--- config.mk ---
export PLATFORM = sky130hd
export DESIGN_NAME = axi_lite_slave_bridge
export DESIGN_NICKNAME = d
export VERILOG_FILES = /design/src/rtl/axi_lite_pkg.sv /design/src/rtl/axi_lite_addr_decode.sv /design/src/rtl/axi_lite_slave_bridge.sv
export SDC_FILE = /design/constraint.sdc
export NUM_CORES = 1
export LEC_CHECK = 0
export ABC_AREA = 0
export CORE_UTILIZATION = 43
export CTS_CLUSTER_SIZE = 8
export DETAILED_ROUTE_END_ITERATION = 6
export GPL_TIMING_DRIVEN = 0
export PLACE_DENSITY_LB_ADDON = 0.1
export SYNTH_ARGS = -nofsm -noshare
export SYNTH_HDL_FRONTEND = slang
export SYNTH_SLANG_ARGS = --single-unit
--- constraint.sdc ---
create_clock -name clk -period 6.7 [get_ports clk]
set_input_delay 1.34 -clock clk [delete_from_list [all_inputs] [get_ports clk]]
set_output_delay 1.34 -clock clk [all_outputs]
set_load 0.005 [all_outputs]
--- src/rtl/axi_lite_pkg.sv ---
// Shared types and width helpers for the AXI4-Lite slave bridge.
//   resp_t      : AXI response codes
//   wr_state_t  : write-channel FSM states
//   rd_state_t  : read-channel FSM states
//   *_width()   : derived widths from DATA_W / NUM_WORDS
package axi_lite_pkg;

    typedef enum logic [1:0] {
        OKAY   = 2'b00,
        EXOKAY = 2'b01,
        SLVERR = 2'b10,
        DECERR = 2'b11
    } resp_t;

    typedef enum logic [1:0] {
        W_IDLE   = 2'd0,
        W_COMMIT = 2'd1,
        W_RESP   = 2'd2
    } wr_state_t;

    typedef enum logic [1:0] {
        R_IDLE = 2'd0,
        R_WAIT = 2'd1,
        R_RESP = 2'd2
    } rd_state_t;

    function automatic int strb_width(input int data_w);
        return data_w / 8;
    endfunction

    function automatic int align_width(input int data_w);
        return $clog2(data_w / 8);
    endfunction

    function automatic int idx_width(input int num_words);
        return $clog2(num_words);
    endfunction

endpackage

--- src/rtl/axi_lite_addr_decode.sv ---
// Byte address -> memory word index plus range flag.
//   addr     : AXI byte address
//   idx      : word index ((addr - BASE_ADDR) >> ALIGN)
//   in_range : addr >= BASE_ADDR and offset below NUM_WORDS*STRB_W
module axi_lite_addr_decode
    import axi_lite_pkg::*;
#(
    parameter int                ADDR_W    = 32,
    parameter int                DATA_W    = 32,
    parameter logic [ADDR_W-1:0] BASE_ADDR = '0,
    parameter int                NUM_WORDS = 256,
    localparam int               ALIGN     = align_width(DATA_W),
    localparam int               IDX_W     = idx_width(NUM_WORDS)
) (
    input  logic [ADDR_W-1:0] addr,
    output logic [IDX_W-1:0]  idx,
    output logic              in_range
);

    localparam logic [ADDR_W:0] SPAN = (ADDR_W+1)'(NUM_WORDS * strb_width(DATA_W));

    // One extra bit catches the borrow when addr is below BASE_ADDR; a borrowed
    // result is always >= 2**ADDR_W and therefore never below SPAN.
    logic [ADDR_W:0] diff;

    assign diff     = {1'b0, addr} - {1'b0, BASE_ADDR};
    assign idx      = diff[ALIGN +: IDX_W];
    assign in_range = !diff[ADDR_W] && (diff < SPAN);

endmodule

--- src/rtl/axi_lite_slave_bridge.sv ---
// AXI4-Lite slave to native word-addressed memory port.
//   AW/W/B  : write channels, AW and W accepted independently
//   AR/R    : read channel, RD_LAT-cycle memory read latency
//   wr_*    : one-cycle memory write with byte strobes
//   rd_*    : one-cycle memory read strobe, rd_data returns RD_LAT later
//   err_cnt : saturating count of SLVERR handshakes
//
// Write FSM
//   state    | meaning
//   W_IDLE   | collecting AW and W, each held once accepted
//   W_COMMIT | one cycle: pulse wr_en if in range, latch error flag
//   W_RESP   | Bvalid high until Bready
// Read FSM
//   state    | meaning
//   R_IDLE   | ARready high, waiting for an address
//   R_WAIT   | rd_en issued, counting down the memory latency
//   R_RESP   | Rvalid high until Rready
module axi_lite_slave_bridge
    import axi_lite_pkg::*;
#(
    parameter int                ADDR_W    = 32,
    parameter int                DATA_W    = 32,
    parameter logic [ADDR_W-1:0] BASE_ADDR = '0,
    parameter int                NUM_WORDS = 256,
    parameter int                RD_LAT    = 1,
    localparam int               STRB_W    = strb_width(DATA_W),
    localparam int               IDX_W     = idx_width(NUM_WORDS)
) (
    input  logic              clk,
    input  logic              rst,
    input  logic              AWvalid,
    output logic              AWready,
    input  logic [ADDR_W-1:0] AWaddr,
    input  logic              Wvalid,
    output logic              Wready,
    input  logic [DATA_W-1:0] Wdata,
    input  logic [STRB_W-1:0] Wstrb,
    output logic              Bvalid,
    input  logic              Bready,
    output logic [1:0]        Bresp,
    input  logic              ARvalid,
    output logic              ARready,
    input  logic [ADDR_W-1:0] ARaddr,
    output logic              Rvalid,
    input  logic              Rready,
    output logic [DATA_W-1:0] Rdata,
    output logic [1:0]        Rresp,
    output logic              wr_en,
    output logic [IDX_W-1:0]  wr_addr,
    output logic [DATA_W-1:0] wr_data,
    output logic [STRB_W-1:0] wr_strb,
    output logic              rd_en,
    output logic [IDX_W-1:0]  rd_addr,
    input  logic [DATA_W-1:0] rd_data,
    output logic [15:0]       err_cnt
);

    // Handshake/strobe outputs are qualified with !rst so that a reset raised
    // mid-transaction suppresses any pulse or response already in flight.
    logic live;
    assign live = !rst;

    // ---------------- write path ----------------
    wr_state_t         wr_state;
    logic              aw_held, aw_ok, w_held, wr_err;
    logic [IDX_W-1:0]  aw_idx;
    logic [DATA_W-1:0] w_data_q;
    logic [STRB_W-1:0] w_strb_q;
    logic [IDX_W-1:0]  aw_dec_idx;
    logic              aw_dec_ok;
    logic              aw_hs, w_hs, b_hs;

    axi_lite_addr_decode #(
        .ADDR_W(ADDR_W), .DATA_W(DATA_W), .BASE_ADDR(BASE_ADDR), .NUM_WORDS(NUM_WORDS)
    ) u_aw_decode (
        .addr(AWaddr), .idx(aw_dec_idx), .in_range(aw_dec_ok)
    );

    assign AWready = live && (wr_state == W_IDLE) && !aw_held;
    assign Wready  = live && (wr_state == W_IDLE) && !w_held;
    assign aw_hs   = AWvalid && AWready;
    assign w_hs    = Wvalid && Wready;
    assign Bvalid  = live && (wr_state == W_RESP);
    assign Bresp   = wr_err ? SLVERR : OKAY;
    assign b_hs    = Bvalid && Bready;
    assign wr_en   = live && (wr_state == W_COMMIT) && aw_ok;
    assign wr_addr = aw_idx;
    assign wr_data = w_data_q;
    assign wr_strb = w_strb_q;

    always_ff @(posedge clk) begin
        if (rst) begin
            wr_state <= W_IDLE;
            aw_held  <= 1'b0;
            aw_ok    <= 1'b0;
            aw_idx   <= '0;
            w_held   <= 1'b0;
            w_data_q <= '0;
            w_strb_q <= '0;
            wr_err   <= 1'b0;
        end else begin
            case (wr_state)
                W_IDLE: begin
                    if (aw_hs) begin
                        aw_held <= 1'b1;
                        aw_idx  <= aw_dec_idx;
                        aw_ok   <= aw_dec_ok;
                    end
                    if (w_hs) begin
                        w_held   <= 1'b1;
                        w_data_q <= Wdata;
                        w_strb_q <= Wstrb;
                    end
                    if ((aw_held || aw_hs) && (w_held || w_hs))
                        wr_state <= W_COMMIT;
                end
                W_COMMIT: begin
                    wr_err   <= !aw_ok;
                    wr_state <= W_RESP;
                end
                W_RESP: begin
                    if (Bready) begin
                        wr_state <= W_IDLE;
                        aw_held  <= 1'b0;
                        w_held   <= 1'b0;
                        wr_err   <= 1'b0;
                    end
                end
                default: wr_state <= W_IDLE;
            endcase
        end
    end

    // ---------------- read path ----------------
    rd_state_t         rd_state;
    logic [2:0]        lat_cnt;
    logic              rd_en_q, rd_fresh;
    logic [IDX_W-1:0]  rd_idx_q;
    logic [DATA_W-1:0] rdata_q;
    resp_t             rresp_q;
    logic [IDX_W-1:0]  ar_dec_idx;
    logic              ar_dec_ok;
    logic              ar_hs, r_hs;

    axi_lite_addr_decode #(
        .ADDR_W(ADDR_W), .DATA_W(DATA_W), .BASE_ADDR(BASE_ADDR), .NUM_WORDS(NUM_WORDS)
    ) u_ar_decode (
        .addr(ARaddr), .idx(ar_dec_idx), .in_range(ar_dec_ok)
    );

    assign ARready = live && (rd_state == R_IDLE);
    assign ar_hs   = ARvalid && ARready;
    assign rd_en   = live && rd_en_q;
    assign rd_addr = rd_idx_q;
    assign Rvalid  = live && (rd_state == R_RESP);
    assign Rresp   = rresp_q;
    assign r_hs    = Rvalid && Rready;

    // Memory data becomes valid in the same cycle Rvalid rises, so the first
    // response cycle passes rd_data straight through; it is captured at that
    // edge and held from rdata_q for as long as Rready stays low.
    assign Rdata = rd_fresh ? rd_data : rdata_q;

    always_ff @(posedge clk) begin
        if (rst) begin
            rd_state <= R_IDLE;
            lat_cnt  <= '0;
            rd_en_q  <= 1'b0;
            rd_fresh <= 1'b0;
            rd_idx_q <= '0;
            rdata_q  <= '0;
            rresp_q  <= OKAY;
        end else begin
            rd_en_q <= 1'b0;
            case (rd_state)
                R_IDLE: begin
                    if (ar_hs) begin
                        if (ar_dec_ok) begin
                            rd_en_q  <= 1'b1;
                            rd_idx_q <= ar_dec_idx;
                            lat_cnt  <= 3'(RD_LAT);
                            rresp_q  <= OKAY;
                            rd_state <= R_WAIT;
                        end else begin
                            rdata_q  <= '0;
                            rresp_q  <= SLVERR;
                            rd_state <= R_RESP;
                        end
                    end
                end
                R_WAIT: begin
                    lat_cnt <= lat_cnt - 3'd1;
                    if (lat_cnt == 3'd1) begin
                        rd_fresh <= 1'b1;
                        rd_state <= R_RESP;
                    end
                end
                R_RESP: begin
                    if (rd_fresh) begin
                        rdata_q  <= rd_data;
                        rd_fresh <= 1'b0;
                    end
                    if (Rready)
                        rd_state <= R_IDLE;
                end
                default: rd_state <= R_IDLE;
            endcase
        end
    end

    // ---------------- error counter ----------------
    logic [1:0]  err_inc;
    logic [16:0] err_sum;

    assign err_inc = {1'b0, b_hs && wr_err} + {1'b0, r_hs && (rresp_q == SLVERR)};
    assign err_sum = {1'b0, err_cnt} + {15'd0, err_inc};

    always_ff @(posedge clk) begin
        if (rst)
            err_cnt <= '0;
        else
            err_cnt <= err_sum[16] ? 16'hFFFF : err_sum[15:0];
    end

endmodule

Yosys cells after proc, flatten, opt, wreduce, memory -nomap -nowiden
Cells that the tools add are included.

word-level totals
  register bits = 115
  output and inout bits = 111

cells by class
  muxes and demuxes = 27
  reductions and logical operators = 43
  magnitude comparators = 2
  add/sub/neg operators = 3
  bitwise operators = 2
  equal/unequal tests = 15

operator list
  cell                                                                             count
  32-bit 2-to-1 mux                                                                3
  32-bit by 11-bit less-than comparator with 1-bit output (second input constant)  2
  32-bit one-hot mux with 2 select lines                                           1
  3-bit AND reduction                                                              6
  16-bit by 2-bit adder with 17-bit output                                         1
  1-bit logical AND                                                                17
  16-bit 2-to-1 mux                                                                1
  2-bit 2-to-1 mux                                                                 8
  2-bit inequality test (second input constant)                                    7
  2-bit one-hot mux with 3 select lines                                            2
  2-bit AND reduction                                                              6
  2-bit nonzero test                                                               5
  1-bit one-hot mux with 2 select lines                                            4
  2-bit equality test (second input constant)                                      3
  3-bit 2-to-1 mux                                                                 2
  3-bit one-hot mux with 2 select lines                                            1
  1-bit 2-to-1 mux                                                                 5
  2-bit by 1-bit equality test with 1-bit output (second input constant)           2
  1-bit logical NOT                                                                4
  2-bit logical NOT                                                                2
  2-bit by 1-bit inequality test with 1-bit output (second input constant)         2
  3-bit by 1-bit equality test with 1-bit output (second input constant)           1
  3-bit OR reduction                                                               1
  3-bit by 1-bit subtractor with 3-bit output (second input constant)              1
  3 further kinds                                                                  5

Depth between registers and ports, before layout
  depth after elaboration = 8
  mapped depth = 12
  depth with buffers taken out = 10

Modules after synthesis
From an unflattened synthesis, not the netlist that was laid out.

unflattened totals
  cell total of the unflattened synthesis = 571
  area total of the unflattened synthesis = 5026.1 um2

by module, submodules not included
  module                 cells an instance  times used  area an instance (um2)  sequential area each (um2)
  axi_lite_slave_bridge  541                1           4803.4                  2282.2
  axi_lite_addr_decode   15                 2           111.4                   0.0

Least setup slack after synthesis
OpenSTA, ideal clock, no wires.

  path type = input to register
  start = input rst
  end = register err_cnt[11]
  path buffers = 3
  data required time = 6.630 ns
  setup slack = 2.739 ns
  arrival time = 3.891 ns
  stages on the path = 12
  path through = clkbuf_1 -> nor2_1 -> clkbuf_1 -> nand3_1 -> fa_1 -> inv_1 -> ha_1 -> nand4_1 -> nor3_1 -> nand2_1 -> clkbuf_1 -> a21oi_1

on the way
  longest elaborated chain between the ends = 7
  elaborated cells between the ends (all ways) = 10
  those cells by class = add/sub (2); mux (1); reduce/logical (7)

ends and longest elaborated chain
  element                                   RTL line                      text
  from (decl)                               axi_lite_slave_bridge.sv:30   input logic rst,
  1-bit logical NOT                         axi_lite_slave_bridge.sv:61   assign live = !rst;
  1-bit logical AND                         axi_lite_slave_bridge.sv:155  assign Rvalid = live && (rd_state == R_RESP);
  named net Rvalid                          axi_lite_slave_bridge.sv:44   output logic Rvalid,
  1-bit logical AND                         axi_lite_slave_bridge.sv:157  assign r_hs = Rvalid && Rready;
  1-bit logical AND                         axi_lite_slave_bridge.sv:215  assign err_inc = {1'b0, b_hs && wr_err} + {1'b0, r_hs && (rresp_q == SLVERR)};
  1-bit by 1-bit adder with 2-bit output    axi_lite_slave_bridge.sv:215
  16-bit by 2-bit adder with 17-bit output  axi_lite_slave_bridge.sv:216  assign err_sum = {1'b0, err_cnt} + {15'd0, err_inc};
  16-bit 2-to-1 mux                         axi_lite_slave_bridge.sv:222  err_cnt <= err_sum[16] ? 16'hFFFF : err_sum[15:0];
  to (signal assigned)                      axi_lite_slave_bridge.sv:222
  to (decl)                                 axi_lite_slave_bridge.sv:55   output logic [15:0] err_cnt

The timed path passes the listed nets, and every way through them passes these cells.
A chain may end at the register's enable or synchronous reset.

Worst setup path after layout
  start = input rst
  end = register err_cnt[6]

on the way
  longest elaborated chain between the ends = 7
  elaborated cells between the ends (all ways) = 10
  those cells by class = add/sub (2); mux (1); reduce/logical (7)

ends and longest elaborated chain
  element                                   RTL line
  1-bit logical NOT                         axi_lite_slave_bridge.sv:61
  1-bit logical AND (on tied branches)      axi_lite_slave_bridge.sv:83, axi_lite_slave_bridge.sv:155
  1-bit logical AND (on tied branches)      axi_lite_slave_bridge.sv:85, axi_lite_slave_bridge.sv:157
  1-bit logical AND                         axi_lite_slave_bridge.sv:215
  1-bit by 1-bit adder with 2-bit output    axi_lite_slave_bridge.sv:215
  16-bit by 2-bit adder with 17-bit output  axi_lite_slave_bridge.sv:216
  16-bit 2-to-1 mux                         axi_lite_slave_bridge.sv:222

Parallel ways exist; a longest one is shown, timed or not.

==> impl_metrics.ini <==
[yosys]
dominant_combinational_cell_family_by_area_after_synthesis = simple AND/OR/NAND/NOR gates
postSynthAreaPerCell_sq_um = 9.06
post_synth_instance_area_sq_um = 4760
synth-simple-area-share = 0.195
synthDistinctLibCells = 49
synthXorXnorAreaFrac = 0.0184
synth_sequential_area_ratio = 0.480
number_of_enable_type_register_cells_in_the_synthesized_netlist = 0
synth_warnings = 0
async_flop_share = 0
post_synth_mux_area_share = 0.0757
synth-seq-cells = 114
synth-compound-area-share = 0.172
netlist_instances = 525
ys_dominant_reg_cell = sky130_fd_sc_hd__dfxtp_1
synthAdderAreaFrac = 0.0121

[flow_run]
max_cap_violations = 0

[sta]
setup_repair_after_global_routing_missed_its_margin = no
final_slew_viol_count = 0
timing_limited_maximum_frequency_mhz = 198
setup-tns-final_ns = 0
skew_ns = 0.00875
maxSlewHeadroom = 0.551
timing.final.setup_violations = 0
finalHoldViolCount = 0
worst_slew_pin_slew_ns = 0.668
finalCriticalPeriod_ns = 5.06
period_share = 0.755

[drt]
detail_route.wl_per_cell_um = 15.7
postRouteAntennaNets = 0
drc_errors = 0
vias_per_cell = 5.23
routed_wl_mm = 14.8
num_vias = 4915
number_of_drc_markers_in_iteration_0 = 228
detail_route.first_pass.iterations = 4

[placed_design]
port_buffers = 243
place_area_sq_um = 7370
routability_congestion_estimate_from_global_placement = 0.827
hpwl_mm = 10.9
placedCellCount = 909

[finish]
most_common_cell_after_layout_fill_and_taps_aside = sky130_fd_sc_hd__clkdlybuf4s50_1
design_area_sq_um = 7940
leading_cell_types_in_the_layout_fill_and_taps_excluded = sky130_fd_sc_hd__clkdlybuf4s50_1 (243), sky130_fd_sc_hd__dfxtp_1 (114), sky130_fd_sc_hd__nand2_1 (92), sky130_fd_sc_hd__a21oi_1 (70)
antenna-diode-count = 0
post_route_cells_drive_above_1_share = 0.100
area_growth_syn_to_layout_pct = 66.8
finish.cell_count_without_fillers = 940
finish.net_count = 931

[die]
dieWidth_um = 107
core_sq_um = 10800
number_of_rows_created_at_floorplan = 38
design.die.area_sq_um = 11500
starting_density_of_the_core = 0.441
floorplan.io_pins = 250
die-height_um = 107

[setup_path]
critical-path-max-stage-delay_ns = 0.52
critical_path.startpoint_type = input port
setup.worst_path.class = in -> reg
cell_chain_of_the_critical_path = clkdlybuf4s50_1 -> clkbuf_1 -> nor2_1 -> clkbuf_1 -> nand3_1 -> fa_1 -> inv_1 -> ha_1 -> nand4_1 -> nor3_1 -> nand2_1 -> clkbuf_1 -> a21oi_1
cp_data_required_time_ns = 7.13
arrival_ns = 5.49
critical-path-slowest-cell = sky130_fd_sc_hd__clkdlybuf4s50_1
setup.worst_path.end_class = flip-flop
path_buf_inv = 5
cpMostUsedCell = sky130_fd_sc_hd__clkbuf_1
cpLargestDelayFamily = buffers and inverters
timing.critical_path.fanout_max = 10

[grt]
grt_antenna_before_repair = 0
grt_ovf = 0
grtUsageTotal = 0.259
grt_start_max_net_pins = 17
wire_length_of_the_first_global_routing_pass_mm = 23.0
via_count_of_the_first_global_routing_pass = 4790

[clock_network]
hold_buffers = 0
cts_buffers = 17
cts_tree = built
cts_resized = 0
cts.clk_slew.worst_paths_ns = 0.06
clk_path_buf_depth = 2
insertion_delay_ns = 0.51
clock-root-buffer = sky130_fd_sc_hd__clkbuf_8
postCtsSetupBuffers = 0
clock-sinks = 114
h-tree-depth = 4

[min_path]
hp-class = reg -> reg

[run_status]
run_status = finished clean

[pwr]
vdd_ir_drop_max_mv = 0.141
power-per-cell-area_nw_per_um2 = 223
cellLeakagePower_nw = 2.84
-- through the flow --
step	hold WS, ns	util	power, mW	setup WS (ns)
after floorplan	0.432	-	0.787	2.74
after global placement	0.442	0.683	0.918	1.42
after detailed placement	0.447	0.683	0.922	1.28
after CTS	0.455	0.735	1.78	1.69
after global routing	0.469	0.735	1.84	1.40
final	0.452	0.735	1.77	1.64
-- kinds of logic after synthesis --
logic type,count (synthesis)
and+or+nand+nor,190
AOI/OAI and AO/OA,128
DFF,114
buffers and inverters,46
muxes,32
xor gates and xnor gates,10
adders and majority gates,4
other,1
-- Yosys cell counts, types with 2 or more instances --
cell,number,area (sq um)
sky130_fd_sc_hd__xnor2_1,8,70.1
sky130_fd_sc_hd__clkbuf_1,23,86.3
sky130_fd_sc_hd__nor2b_1,3,18.8
sky130_fd_sc_hd__nand2b_1,4,25.0
sky130_fd_sc_hd__o21ai_0,12,60.1
sky130_fd_sc_hd__buf_1,3,11.3
sky130_fd_sc_hd__buf_4,3,22.5
sky130_fd_sc_hd__nor2_1,18,67.6
sky130_fd_sc_hd__and4_1,2,17.5
sky130_fd_sc_hd__buf_6,4,45.0
sky130_fd_sc_hd__nor4b_1,2,17.5
sky130_fd_sc_hd__inv_1,9,33.8
sky130_fd_sc_hd__nor4_1,16,100
sky130_fd_sc_hd__o22ai_1,2,12.5
sky130_fd_sc_hd__nand4_1,11,68.8
sky130_fd_sc_hd__a211oi_1,3,22.5
sky130_fd_sc_hd__and2_1,3,18.8
sky130_fd_sc_hd__a21oi_1,70,350
sky130_fd_sc_hd__buf_2,4,20.0
sky130_fd_sc_hd__nand2_1,92,345
sky130_fd_sc_hd__ha_1,3,37.5
sky130_fd_sc_hd__xor2_1,2,17.5
sky130_fd_sc_hd__dfxtp_1,114,2280
sky130_fd_sc_hd__nand3_1,18,90.1
sky130_fd_sc_hd__and2b_1,2,15.0
sky130_fd_sc_hd__a22o_1,32,280
sky130_fd_sc_hd__nor3_1,9,45.0
sky130_fd_sc_hd__mux2_2,32,360
-- state kept, by name, summed over array words and instances, names as in the netlist --
signal    flops
wr_err        1
wr_addr       8
wr_data      32
wr_strb       4
aw_held       1
err_cnt      16
rd_state      2
Rresp         1
rd_addr       8
lat_cnt       3
rd_fresh      1
aw_ok         1
wr_state      2
rd_en_q       1
w_held        1
rdata_q      32
-- worst reg2reg max path: stages (launching register included) --
cell and delay [ns]:
sky130_fd_sc_hd__dfxtp_1 0.37, sky130_fd_sc_hd__nand2b_1 0.23, sky130_fd_sc_hd__nor2_1 0.36, sky130_fd_sc_hd__clkbuf_1 0.44, sky130_fd_sc_hd__nand3_1 0.24, sky130_fd_sc_hd__fa_1 0.46, sky130_fd_sc_hd__inv_1 0.10, sky130_fd_sc_hd__ha_1 0.21
sky130_fd_sc_hd__nand4_1 0.32, sky130_fd_sc_hd__nor3_1 0.48, sky130_fd_sc_hd__nand2_1 0.15, sky130_fd_sc_hd__clkbuf_1 0.27, sky130_fd_sc_hd__a21oi_1 0.21
-- metal layers --
layer,part of all wire,track usage,vias up
met2,0.47,0.426,204
met1,0.42,0.307,2284
met4,0.024,0.117,0
met5,0,0,-
li1,-,-,2395
met3,0.086,0.0833,32
-- final timing paths --
path                from          to  slack, ns  depth (start not counted)
max                  rst  err_cnt[6]       1.64                         13
min           wr_addr[0]  wr_addr[0]       0.45                          2
max reg2reg  rd_state[0]  err_cnt[6]       2.78                         12
min reg2reg   wr_addr[0]  wr_addr[0]       0.45                          2
-- power by group --
group          internal [mW]  switching (mW)
combinational          0.123          0.0787
sequential             0.696          0.0122
clock                  0.553           0.305
total                   1.37           0.396
-- area by class of cell --
cell class / instances / area, sq um
Clock inverter: 10 / 109
Multi-Input combinational cell: 366 / 2260
Tap cell: 140 / 175
Fill cell: 817 / 2860
Buffer: 37 / 185
Inverter: 9 / 33.8
Sequential cell: 114 / 2280
Clock buffer: 21 / 459
Timing Repair Buffer: 243 / 2430
Power figures use the tool's default switching activity.
==> RTL change 1: new RTL, config.mk and constraints unchanged <==
`ADDR_W` is set to 32 in 2 places; all go to 24.
--- a/src/rtl/axi_lite_addr_decode.sv
+++ b/src/rtl/axi_lite_addr_decode.sv
@@ -5,7 +5,7 @@
 module axi_lite_addr_decode
     import axi_lite_pkg::*;
 #(
-    parameter int                ADDR_W    = 32,
+    parameter int                ADDR_W    = 24,
     parameter int                DATA_W    = 32,
     parameter logic [ADDR_W-1:0] BASE_ADDR = '0,
     parameter int                NUM_WORDS = 256,
--- a/src/rtl/axi_lite_slave_bridge.sv
+++ b/src/rtl/axi_lite_slave_bridge.sv
@@ -18,7 +18,7 @@
 module axi_lite_slave_bridge
     import axi_lite_pkg::*;
 #(
-    parameter int                ADDR_W    = 32,
+    parameter int                ADDR_W    = 24,
     parameter int                DATA_W    = 32,
     parameter logic [ADDR_W-1:0] BASE_ADDR = '0,
     parameter int                NUM_WORDS = 256,
Ports: changed (resized ARaddr and AWaddr); port bits go from 250 to 234. No check against the original RTL was run, so the function may have changed too.
==> RTL change 1 against the original RTL <==
Via count decreased by 3.6%. Area after synthesis decreased by 1.1%. Count of clock-buffer cells in the layout increased by 1. Sequential cell count unchanged. Cell count decreased by 3.3%. Hold slack improved by 4.3 ps. Total power increased by 3.3%. Synthesized cell count decreased by 2.1%. Design area decreased by 2.3%. Wire length decreased by 2.2%. Maximum frequency increased by 20%. Worst setup slack improved by 840 ps. Critical path type is now in -> out.
==> RTL change 1: results (changes against the original RTL) <==
[placed_design]
port_buffers=226  ; -7.0%
dp_hpwl_mm=10.7  ; -1.6%
dp.cells=877  ; -3.5%
routabilityCongestion=0.798  ; -3.5%
placed_area_um2=7140  ; -3.1%

[critical_path]
startpoint=rst
r2r_start=wr_state[1]
reg2reg_depth=11  ; -1
arrival_ps=2880  ; -2610 ps
cp_slowest_stage_delay_ps=600  ; +80 ps
cp_slowest_cell=clkdlybuf4s50_1
r2r-end=err_cnt[9]
cp_max_fo=10  ; unchanged
crit_family=buffers and inverters
r2r_setup_slack_ps=3800  ; +1020 ps

[grt]
grt_use_total=0.261  ; +0.00247
grt_pass1_wl_mm=23.2  ; +0.84%
antenna_found_initial=0  ; unchanged
grt_pass1_vias=4820  ; +0.63%
grt_max_degree=17  ; unchanged

[clock_tree]
clkTransAtPathRegs_ps=60  ; about the same
postCtsResizedCells=0  ; unchanged
ctsLongestPathBuffers=2  ; unchanged
htree_levels=4  ; unchanged
cts-buffers-inserted=17  ; unchanged
clock_tree.root_cell=clkbuf_8
clock_latency_ps=510  ; about the same
post_cts_buffers=0  ; unchanged

[synth]
synth.distinct_cells=48  ; -2.0%
ys_seq_area_frac=0.485  ; +0.00510
async_flop_share=0  ; unchanged
yosys-top-cells-count=114 x dfxtp_1, 95 x nand2_1, 69 x a21oi_1, 32 x a22o_1, 32 x mux2_2
ys_warn_count=0  ; unchanged
synth_cells=514  ; -2.1%
synthTopCellsByArea=dfxtp_1 48%, mux2_2 7.7%, nand2_1 7.6%, a21oi_1 7.3%, a22o_1 6.0%
yosys.area.top_type=dfxtp_1

[route]
vias_per_cell=5.21  ; -0.33%
drt-pass1-iter-count=5  ; +1
drtIter0Drc=196  ; -14%
vias=4737  ; -3.6%
wire_per_inst_um=15.9  ; +1.1%
drcViolationCount=0  ; unchanged

[run_status]
outcome=complete, no violations

[sta]
setup_viol=0  ; unchanged
fin_skew_ps=8.43  ; -0.315 ps
maxSlewHeadroom=0.521  ; -0.0302

[power]
peakVddDrop_mv=0.175  ; +24%
power.leakage_nw=2.83  ; -0.30%

[min_path]
whs_path_depth=2  ; unchanged
hp-class=reg -> reg
min_to=wr_addr[3]
min-delay-start=wr_addr[3]

[final_layout]
fin_nets=887  ; -4.7%
antennaDiodeCount=0  ; unchanged
drive_above_1_share=0.116  ; +0.0164

[flow_run]
maxCapViolCount=0  ; unchanged

RTL change 1: cell count changes after synthesis, sizes merged, moves of 4 or more:
cell,delta
nand4,-10
nor4,-8
clkbuf,-7
buf,+6
nand3,+5
nor2b,+4
RTL change 1: worst max-delay path by stage:
stage                 end  slack (ps)
2_1_floorplan  err_cnt[2]        3120
3_3_place_gp       Rvalid        2490
3_5_place_dp       Rvalid        2480
4_1_cts            Rvalid        2470
5_1_grt            Rvalid        2350
6_report           Rvalid        2480
RTL change 1: report_power, final:
| group | switching [mW] | leakage, nW | total [mW] | internal [mW] |
|---|---|---|---|---|
| sequential | 0.0116 | 0.923 | 0.708 | 0.696 |
| clock | 0.305 | 0.299 | 0.926 | 0.621 |
| combinational | 0.0776 | 1.61 | 0.193 | 0.115 |
RTL change 1: layer usage:
layer / GRT usage / share of wire / vias up
met3: 0.112 / 0.088 / 20
met4: 0.0988 / 0.018 / 0
met5: 0 / 0 / -
met1: 0.281 / 0.39 / 2213
li1: - / - / 2303
met2: 0.453 / 0.51 / 201
RTL change 1: cell type report:
class	instances	area (um^2)
plain buffers	36	195
clock buffers	22	453
repair buffers	226	2260
well taps	136	170
fillers	784	2710
flip-flops and latches	114	2280
inverters	9	33.8
clock inverters	10	156
multi-input cells	356	2200
RTL change 1: cells by family after synthesis:
family,share of synthesized area
simple gates,0.187
fa+ha+maj,0.0122
buf+inv,0.0486
xor+xnor,0.0186
mux,0.0808
compound gates,0.167
other cells,0.000797
flops,0.485
RTL change 1: per-stage QoR:
step / total power [mW] / hold WS, ps / setup WS, ps
global route: 1.89 / 470 / 2350
CTS: 1.84 / 454 / 2470
detailed placement: 0.914 / 447 / 2480
floorplan: 0.789 / 438 / 3120
global placement: 0.909 / 441 / 2490
finish: 1.83 / 457 / 2480
==> RTL change 2: new RTL, same settings <==
Made on the original files. Re-encode `rd_state_t` (3 states) as one-hot, 3 bits wide.
--- a/src/rtl/axi_lite_pkg.sv
+++ b/src/rtl/axi_lite_pkg.sv
@@ -18,10 +18,10 @@
         W_RESP   = 2'd2
     } wr_state_t;
 
-    typedef enum logic [1:0] {
-        R_IDLE = 2'd0,
-        R_WAIT = 2'd1,
-        R_RESP = 2'd2
+    typedef enum logic [2:0] {
+        R_IDLE = 3'b001,
+        R_WAIT = 3'b010,
+        R_RESP = 3'b100
     } rd_state_t;
 
     function automatic int strb_width(input int data_w);
Behaviour: no difference found for any inputs over 4 cycles, from zero or initial values and one cycle with rst high; so few cycles prove little.
==> RTL change 2 against the original RTL <==
Sequential cell count is 1 higher. First-iteration DRC count is 54% higher. Core utilization is 2.8 points lower. Critical path depth is 8 lower. Worst setup slack better by 550 ps. Wire length is 13% higher. Design area is 7.6% higher. Area after synthesis is 12% higher. Global-route usage is 0.057 points lower. Total power is 0.22% lower.
==> RTL change 2: results (changes against the original RTL) <==
[run_status]
outcome=complete, no violations

[min_path]
min-delay-start=wr_data[23]
min_to=wr_data[23]

[grt]
grt_pass1_wl_mm=26.3  ; +14%
met2_usage=0.446  ; +0.0205
grt_pass1_vias=5649  ; +18%
grt_use_met1=0.288  ; -0.0193
use_met3=0.0813  ; -0.00199

[synth]
synth.area.mux_share=0.0674  ; -0.00832
synth_xor_area_frac=0.0180  ; -0.000383
yosys-top-cells-count=126 x nand2_1, 115 x dfxtp_1, 104 x a21oi_1, 46 x nand3_1
synthTopCellsByArea=dfxtp_1 43%, a21oi_1 9.7%, nand2_1 8.9%, mux2_2 6.7%, a2bb2oi_1 5.2%
ys_seq_area_frac=0.431  ; -0.0489
yosys.area_share.adder=0.0108  ; -0.00133
synth_compound_area_frac=0.185  ; +0.0127

[placed_design]
port_buffers=242  ; -0.41%
dp_hpwl_mm=12.4  ; +14%
placed_area_um2=7980  ; +8.3%

[clock_tree]
clock_tree.root_cell=clkbuf_16
clock_latency_ps=410  ; -100 ps

[route]
wl_met3_mm=1.23  ; -2.9%
wl_met1_mm=6.69  ; +7.9%
vias_per_cell=5.27  ; +0.70%
drtIter0Drc=350  ; +54%

[power]
peakVddDrop_mv=0.167  ; +18%
power.leakage_nw=2.97  ; +4.7%

[final_layout]
fin_nets=1049  ; +13%
seq_cell_count=115  ; +0.88%
drive_above_1_share=0.0981  ; -0.00185
clockNetworkAreaShare=0.0651  ; -0.00649
multi_input_gates=464  ; +27%
multi_input_area_share=0.320  ; +0.0350
clock_buffer_count=25  ; +19%

[critical_path]
r2r_setup_slack_ps=3250  ; +470 ps
arrival_ps=3180  ; -2310 ps
r2r_start=rd_state[2]
reg2reg_depth=10  ; -2
crit_path_end=Rvalid

[sta]
maxSlewHeadroom=0.574  ; +0.0233
fin_skew_ps=8.14  ; -0.611 ps

[die]
fp.dieW_um=113  ; +5.9%

[RTL change 2: metrics by stage]
stage | instances | hold WS, ps | setup slack, ps
finish | 1085 | 451 | 2180
global route | 1085 | 468 | 2060
CTS | 1085 | 453 | 2180
detailed placement | 1055 | 446 | 2180
global placement | 1055 | 441 | 2210
floorplan | 645 | 439 | 3050
[RTL change 2: report_power, final]
part / internal, mW / switching (mW) / leakage [nW] / total, mW
Sequential: 0.703 / 0.0127 / 0.931 / 0.716
Combinational: 0.127 / 0.0806 / 1.76 / 0.208
Clock: 0.551 / 0.289 / 0.279 / 0.840
Total: 1.38 / 0.383 / 2.97 / 1.76
[RTL change 2: worst reg2reg max path, cell delays in order (launching register included)]
cell	delay (ps)
dfxtp_1	490
nor3b_2	440
clkbuf_1	460
nand4b_1	220
fa_1	450
inv_1	70
ha_1	240
nand2_1	140
or3_1	360
o2111a_1	240
a211oi_1	240
